## src/rtl/inst_fetch_queue_pkg.sv

```systemverilog
// Shared constants and entry layout for the instruction fetch queue.
package inst_fetch_queue_pkg;

    localparam int unsigned IFQ_DEPTH      = 8;
    localparam int unsigned IFQ_PTR_W      = 3;
    localparam int unsigned IFQ_PC_W       = 32;
    localparam int unsigned IFQ_INST_W     = 32;
    localparam int unsigned IFQ_PADDR_W    = 32;
    localparam int unsigned IFQ_ENTRY_W    = IFQ_PC_W + IFQ_INST_W + 1 + IFQ_PADDR_W;

    // One queued instruction: 97 bits packed, pc in the MSBs.
    typedef struct packed {
        logic [IFQ_PC_W-1:0]    pc;
        logic [IFQ_INST_W-1:0]  inst;
        logic                   pred_taken;
        logic [IFQ_PADDR_W-1:0] pred_addr;
    } ifq_entry_t;

    // Smaller of two 2-bit quantities (used to clamp the decode pop request).
    function automatic logic [1:0] ifq_min2(input logic [1:0] a, input logic [1:0] b);
        return (a < b) ? a : b;
    endfunction

endpackage

```

## src/rtl/inst_fetch_queue_if.sv

```systemverilog
// Fetch/decode side signals of the instruction fetch queue.
interface inst_fetch_queue_if;
    import inst_fetch_queue_pkg::*;

    logic        flush;
    logic        in_valid1;
    logic        in_valid2;
    logic [31:0] in_pc1;
    logic [31:0] in_pc2;
    logic [31:0] in_inst1;
    logic [31:0] in_inst2;
    logic        in_pred_taken1;
    logic        in_pred_taken2;
    logic [31:0] in_pred_addr1;
    logic [31:0] in_pred_addr2;
    logic        in_ready;
    logic        out_valid1;
    logic        out_valid2;
    logic [31:0] out_pc1;
    logic [31:0] out_inst1;
    logic        out_pred_taken1;
    logic [31:0] out_pred_addr1;
    logic [31:0] out_pc2;
    logic [31:0] out_inst2;
    logic        out_pred_taken2;
    logic [31:0] out_pred_addr2;
    logic [1:0]  dec_pop_cnt;
    logic [31:0] stall_cycles;

    // Fetch/decode environment driving the queue.
    modport master (
        output flush, in_valid1, in_valid2, in_pc1, in_pc2, in_inst1, in_inst2,
               in_pred_taken1, in_pred_taken2, in_pred_addr1, in_pred_addr2, dec_pop_cnt,
        input  in_ready, out_valid1, out_valid2,
               out_pc1, out_inst1, out_pred_taken1, out_pred_addr1,
               out_pc2, out_inst2, out_pred_taken2, out_pred_addr2, stall_cycles
    );

    // The queue itself.
    modport slave (
        input  flush, in_valid1, in_valid2, in_pc1, in_pc2, in_inst1, in_inst2,
               in_pred_taken1, in_pred_taken2, in_pred_addr1, in_pred_addr2, dec_pop_cnt,
        output in_ready, out_valid1, out_valid2,
               out_pc1, out_inst1, out_pred_taken1, out_pred_addr1,
               out_pc2, out_inst2, out_pred_taken2, out_pred_addr2, stall_cycles
    );

endinterface

```

## src/rtl/inst_fetch_queue_ifq_entry_ram.sv

```systemverilog
// Entry storage: DEPTH x 97-bit registers, two write ports, two async read ports, no reset.
module ifq_entry_ram
    import inst_fetch_queue_pkg::*;
#(
    parameter int unsigned DEPTH = IFQ_DEPTH,
    parameter int unsigned PTR_W = IFQ_PTR_W
) (
    input  logic             clk_i,
    input  logic             we0_i,
    input  logic [PTR_W-1:0] waddr0_i,
    input  ifq_entry_t       wdata0_i,
    input  logic             we1_i,
    input  logic [PTR_W-1:0] waddr1_i,
    input  ifq_entry_t       wdata1_i,
    input  logic [PTR_W-1:0] raddr0_i,
    output ifq_entry_t       rdata0_o,
    input  logic [PTR_W-1:0] raddr1_i,
    output ifq_entry_t       rdata1_o
);

    ifq_entry_t mem_q [DEPTH];

    // Write ports; the top never targets the same address on both in one cycle.
    always_ff @(posedge clk_i) begin
        if (we0_i) mem_q[waddr0_i] <= wdata0_i;
        if (we1_i) mem_q[waddr1_i] <= wdata1_i;
    end

    assign rdata0_o = mem_q[raddr0_i];
    assign rdata1_o = mem_q[raddr1_i];

endmodule

```

## src/rtl/inst_fetch_queue.sv

```systemverilog
// Dual-issue instruction fetch queue: up to two pushes and two in-order pops per cycle.
module inst_fetch_queue
    import inst_fetch_queue_pkg::*;
#(
    parameter int unsigned DEPTH = IFQ_DEPTH,
    parameter int unsigned PTR_W = IFQ_PTR_W
) (
    input  logic                cpu_clk,
    input  logic                cpu_rstn,
    inst_fetch_queue_if.slave   bus
);

    logic [PTR_W-1:0] head_q, head_d;
    logic [PTR_W-1:0] tail_q, tail_d;
    logic [PTR_W:0]   count_q, count_d;
    logic [31:0]      stall_q, stall_d;

    logic             ready;
    logic             v2_eff;
    logic [1:0]       push_n;
    logic [1:0]       pop_req;
    logic [1:0]       pop_n;
    logic             we0, we1;
    ifq_entry_t       slot1, slot2, wdata0;
    ifq_entry_t       rd0, rd1;

    assign ready  = (count_q <= (PTR_W+1)'(DEPTH - 2));
    // A slot-2 instruction behind a predicted-taken slot 1 is wrong-path.
    assign v2_eff = bus.in_valid2 & ~(bus.in_valid1 & bus.in_pred_taken1);

    assign slot1 = '{pc: bus.in_pc1, inst: bus.in_inst1,
                     pred_taken: bus.in_pred_taken1, pred_addr: bus.in_pred_addr1};
    assign slot2 = '{pc: bus.in_pc2, inst: bus.in_inst2,
                     pred_taken: bus.in_pred_taken2, pred_addr: bus.in_pred_addr2};

    // Compaction: port 0 always writes the oldest valid slot at tail, port 1 writes slot 2 at tail+1.
    always_comb begin
        we0    = 1'b0;
        we1    = 1'b0;
        wdata0 = bus.in_valid1 ? slot1 : slot2;
        push_n = 2'd0;
        if (ready && !bus.flush && !cpu_rstn) begin
            we0    = bus.in_valid1 | v2_eff;
            we1    = bus.in_valid1 & v2_eff;
            push_n = 2'(bus.in_valid1) + 2'(v2_eff);
        end
    end

    // Pop clamped to the request (max 2) and to the registered occupancy.
    always_comb begin
        pop_req = ifq_min2(bus.dec_pop_cnt, 2'd2);
        pop_n   = pop_req;
        if (count_q < (PTR_W+1)'(pop_req)) pop_n = count_q[1:0];
    end

    // Next-state pointers, occupancy and stall counter; flush empties the queue.
    always_comb begin
        head_d  = head_q + PTR_W'(pop_n);
        tail_d  = tail_q + PTR_W'(push_n);
        count_d = count_q + (PTR_W+1)'(push_n) - (PTR_W+1)'(pop_n);
        stall_d = stall_q;
        if (bus.flush) begin
            head_d  = '0;
            tail_d  = '0;
            count_d = '0;
        end else if ((bus.in_valid1 | bus.in_valid2) && !ready) begin
            stall_d = stall_q + 32'd1;
        end
    end

    // State registers with synchronous reset (reset wins over flush and push).
    always_ff @(posedge cpu_clk) begin
        if (cpu_rstn) begin
            head_q  <= '0;
            tail_q  <= '0;
            count_q <= '0;
            stall_q <= '0;
        end else begin
            head_q  <= head_d;
            tail_q  <= tail_d;
            count_q <= count_d;
            stall_q <= stall_d;
        end
    end

    ifq_entry_ram #(
        .DEPTH (DEPTH),
        .PTR_W (PTR_W)
    ) u_ram (
        .clk_i    (cpu_clk),
        .we0_i    (we0),
        .waddr0_i (tail_q),
        .wdata0_i (wdata0),
        .we1_i    (we1),
        .waddr1_i (tail_q + PTR_W'(1)),
        .wdata1_i (slot2),
        .raddr0_i (head_q),
        .rdata0_o (rd0),
        .raddr1_i (head_q + PTR_W'(1)),
        .rdata1_o (rd1)
    );

    assign bus.in_ready        = ready;
    assign bus.out_valid1      = (count_q != '0);
    assign bus.out_valid2      = (count_q >= (PTR_W+1)'(2));
    assign bus.out_pc1         = bus.out_valid1 ? rd0.pc         : '0;
    assign bus.out_inst1       = bus.out_valid1 ? rd0.inst       : '0;
    assign bus.out_pred_taken1 = bus.out_valid1 ? rd0.pred_taken : 1'b0;
    assign bus.out_pred_addr1  = bus.out_valid1 ? rd0.pred_addr  : '0;
    assign bus.out_pc2         = bus.out_valid2 ? rd1.pc         : '0;
    assign bus.out_inst2       = bus.out_valid2 ? rd1.inst       : '0;
    assign bus.out_pred_taken2 = bus.out_valid2 ? rd1.pred_taken : 1'b0;
    assign bus.out_pred_addr2  = bus.out_valid2 ? rd1.pred_addr  : '0;
    assign bus.stall_cycles    = stall_q;

endmodule

```

## src/flat_wrapper.sv

```systemverilog
// flat-port wrapper written by rule: the top's interface ports become plain ports
module inst_fetch_queue_flat import inst_fetch_queue_pkg::*;
#(
    parameter int unsigned DEPTH = IFQ_DEPTH,
    parameter int unsigned PTR_W = IFQ_PTR_W
)
  (cpu_clk, cpu_rstn, bus_flush, bus_in_valid1, bus_in_valid2, bus_in_pc1, bus_in_pc2, bus_in_inst1, bus_in_inst2, bus_in_pred_taken1, bus_in_pred_taken2, bus_in_pred_addr1, bus_in_pred_addr2, bus_dec_pop_cnt, bus_in_ready, bus_out_valid1, bus_out_valid2, bus_out_pc1, bus_out_inst1, bus_out_pred_taken1, bus_out_pred_addr1, bus_out_pc2, bus_out_inst2, bus_out_pred_taken2, bus_out_pred_addr2, bus_stall_cycles);
  inst_fetch_queue_if bus_i ();
  input  logic cpu_clk;
  input  logic cpu_rstn;
  input wire logic [$bits(bus_i.flush)-1:0] bus_flush;
  input wire logic [$bits(bus_i.in_valid1)-1:0] bus_in_valid1;
  input wire logic [$bits(bus_i.in_valid2)-1:0] bus_in_valid2;
  input wire logic [$bits(bus_i.in_pc1)-1:0] bus_in_pc1;
  input wire logic [$bits(bus_i.in_pc2)-1:0] bus_in_pc2;
  input wire logic [$bits(bus_i.in_inst1)-1:0] bus_in_inst1;
  input wire logic [$bits(bus_i.in_inst2)-1:0] bus_in_inst2;
  input wire logic [$bits(bus_i.in_pred_taken1)-1:0] bus_in_pred_taken1;
  input wire logic [$bits(bus_i.in_pred_taken2)-1:0] bus_in_pred_taken2;
  input wire logic [$bits(bus_i.in_pred_addr1)-1:0] bus_in_pred_addr1;
  input wire logic [$bits(bus_i.in_pred_addr2)-1:0] bus_in_pred_addr2;
  input wire logic [$bits(bus_i.dec_pop_cnt)-1:0] bus_dec_pop_cnt;
  output wire logic [$bits(bus_i.in_ready)-1:0] bus_in_ready;
  output wire logic [$bits(bus_i.out_valid1)-1:0] bus_out_valid1;
  output wire logic [$bits(bus_i.out_valid2)-1:0] bus_out_valid2;
  output wire logic [$bits(bus_i.out_pc1)-1:0] bus_out_pc1;
  output wire logic [$bits(bus_i.out_inst1)-1:0] bus_out_inst1;
  output wire logic [$bits(bus_i.out_pred_taken1)-1:0] bus_out_pred_taken1;
  output wire logic [$bits(bus_i.out_pred_addr1)-1:0] bus_out_pred_addr1;
  output wire logic [$bits(bus_i.out_pc2)-1:0] bus_out_pc2;
  output wire logic [$bits(bus_i.out_inst2)-1:0] bus_out_inst2;
  output wire logic [$bits(bus_i.out_pred_taken2)-1:0] bus_out_pred_taken2;
  output wire logic [$bits(bus_i.out_pred_addr2)-1:0] bus_out_pred_addr2;
  output wire logic [$bits(bus_i.stall_cycles)-1:0] bus_stall_cycles;
  assign bus_i.flush = bus_flush;
  assign bus_i.in_valid1 = bus_in_valid1;
  assign bus_i.in_valid2 = bus_in_valid2;
  assign bus_i.in_pc1 = bus_in_pc1;
  assign bus_i.in_pc2 = bus_in_pc2;
  assign bus_i.in_inst1 = bus_in_inst1;
  assign bus_i.in_inst2 = bus_in_inst2;
  assign bus_i.in_pred_taken1 = bus_in_pred_taken1;
  assign bus_i.in_pred_taken2 = bus_in_pred_taken2;
  assign bus_i.in_pred_addr1 = bus_in_pred_addr1;
  assign bus_i.in_pred_addr2 = bus_in_pred_addr2;
  assign bus_i.dec_pop_cnt = bus_dec_pop_cnt;
  assign bus_in_ready = bus_i.in_ready;
  assign bus_out_valid1 = bus_i.out_valid1;
  assign bus_out_valid2 = bus_i.out_valid2;
  assign bus_out_pc1 = bus_i.out_pc1;
  assign bus_out_inst1 = bus_i.out_inst1;
  assign bus_out_pred_taken1 = bus_i.out_pred_taken1;
  assign bus_out_pred_addr1 = bus_i.out_pred_addr1;
  assign bus_out_pc2 = bus_i.out_pc2;
  assign bus_out_inst2 = bus_i.out_inst2;
  assign bus_out_pred_taken2 = bus_i.out_pred_taken2;
  assign bus_out_pred_addr2 = bus_i.out_pred_addr2;
  assign bus_stall_cycles = bus_i.stall_cycles;
  inst_fetch_queue #(.DEPTH(DEPTH), .PTR_W(PTR_W)) u_core (.cpu_clk(cpu_clk), .cpu_rstn(cpu_rstn), .bus(bus_i));
endmodule
```

## config.mk

```make
export PLATFORM = sky130hd
export DESIGN_NAME = inst_fetch_queue_flat
export DESIGN_NICKNAME = d
export VERILOG_FILES = /design/src/rtl/inst_fetch_queue_pkg.sv /design/src/rtl/inst_fetch_queue_if.sv /design/src/rtl/inst_fetch_queue_ifq_entry_ram.sv /design/src/rtl/inst_fetch_queue.sv /design/src/flat_wrapper.sv
export SDC_FILE = /design/constraint.sdc
export NUM_CORES = 2
export LEC_CHECK = 0
export ABC_AREA = 1
export ABC_CLOCK_PERIOD_IN_PS = 31100
export CAP_MARGIN = 20
export CORE_ASPECT_RATIO = 0.7
export CORE_UTILIZATION = 30
export DETAILED_ROUTE_END_ITERATION = 10
export PLACE_DENSITY = 0.44
export SYNTH_ARGS = -nofsm -noshare
export SYNTH_HDL_FRONTEND = slang
export SYNTH_SLANG_ARGS = --single-unit
```

## constraint.sdc

```tcl
create_clock -name cpu_clk -period 31.1 [get_ports cpu_clk]
set_clock_uncertainty 0.05 [all_clocks]
set_input_delay 4.665 -clock cpu_clk [delete_from_list [all_inputs] [get_ports cpu_clk]]
set_output_delay 4.665 -clock cpu_clk [all_outputs]
set_load 0.005 [all_outputs]
```

==> run metrics <==
CP endpoint kind=primary output; hold path endpoint=u_core.bus.stall_cycles[31]$_SDFFE_PP0P_; clk slew on worst S/H paths=0.06 ns; GRT Util Overall=23.5%; worst hold path depth=2; Startpoint Class=flop; # DRC=0; Die Width=roughly 490 um; Avg Vias per Cell=5.29; cell taking the most area after synthesis=edfxtp_1; Post-Synth Adder-Cell Area=less than 1%; DP Worst Slack=20.93 ns; placed wire-length estimate=approximately 110000 um; first-pass GRT wire length=290000 um; Mapped Cells=between 6000 and 7000; Worst R2R End=u_core.u_ram.mem_q[2][33]$_DFFE_PP_; routability cong.=between 0.7 and 0.8; largest family of logic cells by synthesized area=compound AO/OA/AOI/OAI gates; post-synthesis sequential area ratio=around half; share of cells above drive strength 1=3.83%; Final setup viols=0; post-synthesis register bit count=818; max_cap viols=0; top cell type's share of synthesized area=about 47%; Compound-Gate Fraction of Synth Area=21.9%; kind of critical path=flop to primary output; Netlist cell types=35; max-slew violation count=0; CTS H-tree depth=3; post-CTS resize count=0; Synth Net Count=6486; Layout area overhead=17.9%; number of I/O pins=430; chip height=341 um; die area=roughly 170000 um2; RSZ-0062 raised after global routing=false; WL/cell=roughly 23 um; Final ANT Viol Nets=0; Post-Syn Area=49100 um2; final period utilization=about 35%; Placed Area=54600 um2; Initial Util=30.4%; Worst VDD drop=64.0 uV; Power per Cell Area=69.9 nW/um2; # fillers=16552; mean post-synth cell area=7.84 um2; Max Clock Freq=90.9 MHz; post-synthesis xor/xnor area fraction=0.125%; Hold Path Origin=u_core.bus.stall_cycles[31]$_SDFFE_PP0P_; Rows=roughly 120; CP most frequent cell=buf_4; path depth of the worst reg2reg path=8; PortBufs=429; CTS tree=yes; commonest non-fill, non-tap cells in the layout=nand2_1 (1545), o21ai_0 (1266), edfxtp_1 (776); DR pass1 iterations=6; status=finished, final reports clean; measured slew at the worst slew-check pin=between 1 and 1.5 ns; layout net count=approximately 6600; Setup Fix Bufs, Post-CTS=0; synth warn=0; vias=45216; fin area=about 58000 um2; number of global-route vias before repair=~42000; fin crit period=11.00 ns; post-route setup TNS=0 ns; max_slew headroom=24.2%; reg2reg setup slack=26.31 ns; worst r2r src=u_core.tail_q[0]$_SDFF_PP0_; Fin. Hold Viols=0; critical path fanouts, max=between 100 and 150; core area=162000 um2; CP Cell Sequence=buf_4 -> buf_4 -> buf_4 -> buf_4 -> o21ai_0 -> o211a_1 -> nor3_1 -> clkdlybuf4s50_1; clk buf depth=3; largest net degree at the start of global routing=242; most common cell after layout, fill and taps aside=nand2_1; P_leak=0.0223 uW; clk sinks=818; family with the most delay on the worst path=buffers and inverters; antenna violations before repair=13; Final WS setup=20.10 ns; HP Class=flop to flop; clock latency on the worst-skew pair=0.71 ns; CTS Hold Buffers Added=0; Worst EP required=26.39 ns; simple-gate share of the synthesized area=21.0%; GR Overflow Total=0; DRT iter0 DRCs=~5000; cts bufs inserted=96; post-synthesis mux area share=0%; power after layout=4040 uW; Util after Layout=between 30 and 40%; Crit path largest cell delay=0.91 ns; largest cells by area after synthesis=edfxtp_1 (47%), o21ai_0 (13%), nand2_1 (12%); root buf cell=clkbuf_16; WP buf/inv=5; WL final=200000 um; slowest CP cell=dfxtp_4; critical path arrival=6.28 ns
sequential cells by signal (all words and copies together), names as in the netlist:
register and count:
u_core.u_ram.mem_q 776, u_core.bus.stall_cycles 32, u_core.count_q 4, u_core.head_q 3, u_core.tail_q 3
worst max-delay path by stage:
| stage | start | endpoint | slack (ns) | depth (start not counted) |
|---|---|---|---|---|
| floorplan | bus_in_valid1 | u_core.u_ram.mem_q[0][0]$_DFFE_PP_ | 17.75 | 8 |
| global placement | u_core.head_q[0]$_SDFF_PP0_ | bus_out_inst2[27] | 21.00 | 8 |
| detailed placement | u_core.head_q[0]$_SDFF_PP0_ | bus_out_inst2[27] | 20.93 | 8 |
| CTS | u_core.head_q[0]$_SDFF_PP0_ | bus_out_inst2[27] | 20.15 | 8 |
| global route | u_core.head_q[0]$_SDFF_PP0_ | bus_out_inst2[27] | 19.70 | 8 |
| finish | u_core.head_q[0]$_SDFF_PP0_ | bus_out_inst2[27] | 20.10 | 8 |
metal layers:
metal | vias to the layer above | GRT usage, % | wire length (um)
met2 | 1704 | 36.9 | 88700
met5 | - | 0 | 27
met1 | 21464 | 33.8 | 93100
li1 | 21788 | - | -
met4 | 4 | 6.03 | 4810
met3 | 256 | 3.18 | 12900
power by group:
group | total [uW] | switching, uW | leakage [uW] | internal [uW]
registers | 1270 | 27.3 | 0.00737 | 1240
clock network | 1200 | 503 | 0.00157 | 696
logic | 1580 | 987 | 0.0134 | 591
total | 4040 | 1520 | 0.0223 | 2530
worst reg2reg max path: stages (launching register included):
cell     delay (ns)
dfxtp_1        0.74
ha_1           0.27
xnor2_1        0.17
nand2_1        0.11
nor2_1         0.28
nand2_8        0.44
o21ai_4        0.53
buf_4          0.83
buf_4          0.97
cell type report:
| class | instances | area [um2] | area share (%) |
|---|---|---|---|
| antenna | 7 | 17.5 | 0.0303 |
| tap | 2125 | 2660 | 4.59 |
| timing repair buffer | 499 | 4900 | 8.47 |
| multi-input combinational | 4581 | 21600 | 37.3 |
| sequential | 818 | 24200 | 41.7 |
| clock buffer | 121 | 2590 | 4.47 |
| inverter | 351 | 1340 | 2.31 |
| clock inverter | 53 | 609 | 1.05 |
cells by family after synthesis:
kind of cell | Yosys count
adder cells (fa/ha/maj) | 18
XOR/XNOR | 7
AND/OR/NAND/NOR | 2574
buffers and inverters | 868
AO/OA/AOI/OAI | 1982
flip-flops | 818
cell usage after synthesis (all sizes together):
| cell type | number |
|---|---|
| o21a | 1 |
| o21ai | 1377 |
| a21oi | 312 |
| nor2 | 579 |
| nor3 | 99 |
| dfxtp | 42 |
| nor2b | 1 |
| clkbuf | 305 |
| nand3 | 326 |
| fa | 4 |
| o211ai | 97 |
| o22ai | 97 |
| clkinv | 2 |
| nand2 | 1556 |
| o211a | 97 |
| inv | 349 |
| nand3b | 1 |
| nor3b | 1 |
| xor2 | 4 |
| nand4 | 11 |
| buf | 212 |
| xnor2 | 3 |
| edfxtp | 776 |
| ha | 14 |
| o21bai | 1 |
metrics by stage:
step,std cells,hold WS [ns]
after global placement,8372,0.445
after global routing,8554,0.508
final,8555,0.452
after detailed placement,8372,0.442
after floorplan,6267,0.430
after CTS,8546,0.461
No activity file was read; power rests on OpenSTA's default activity.
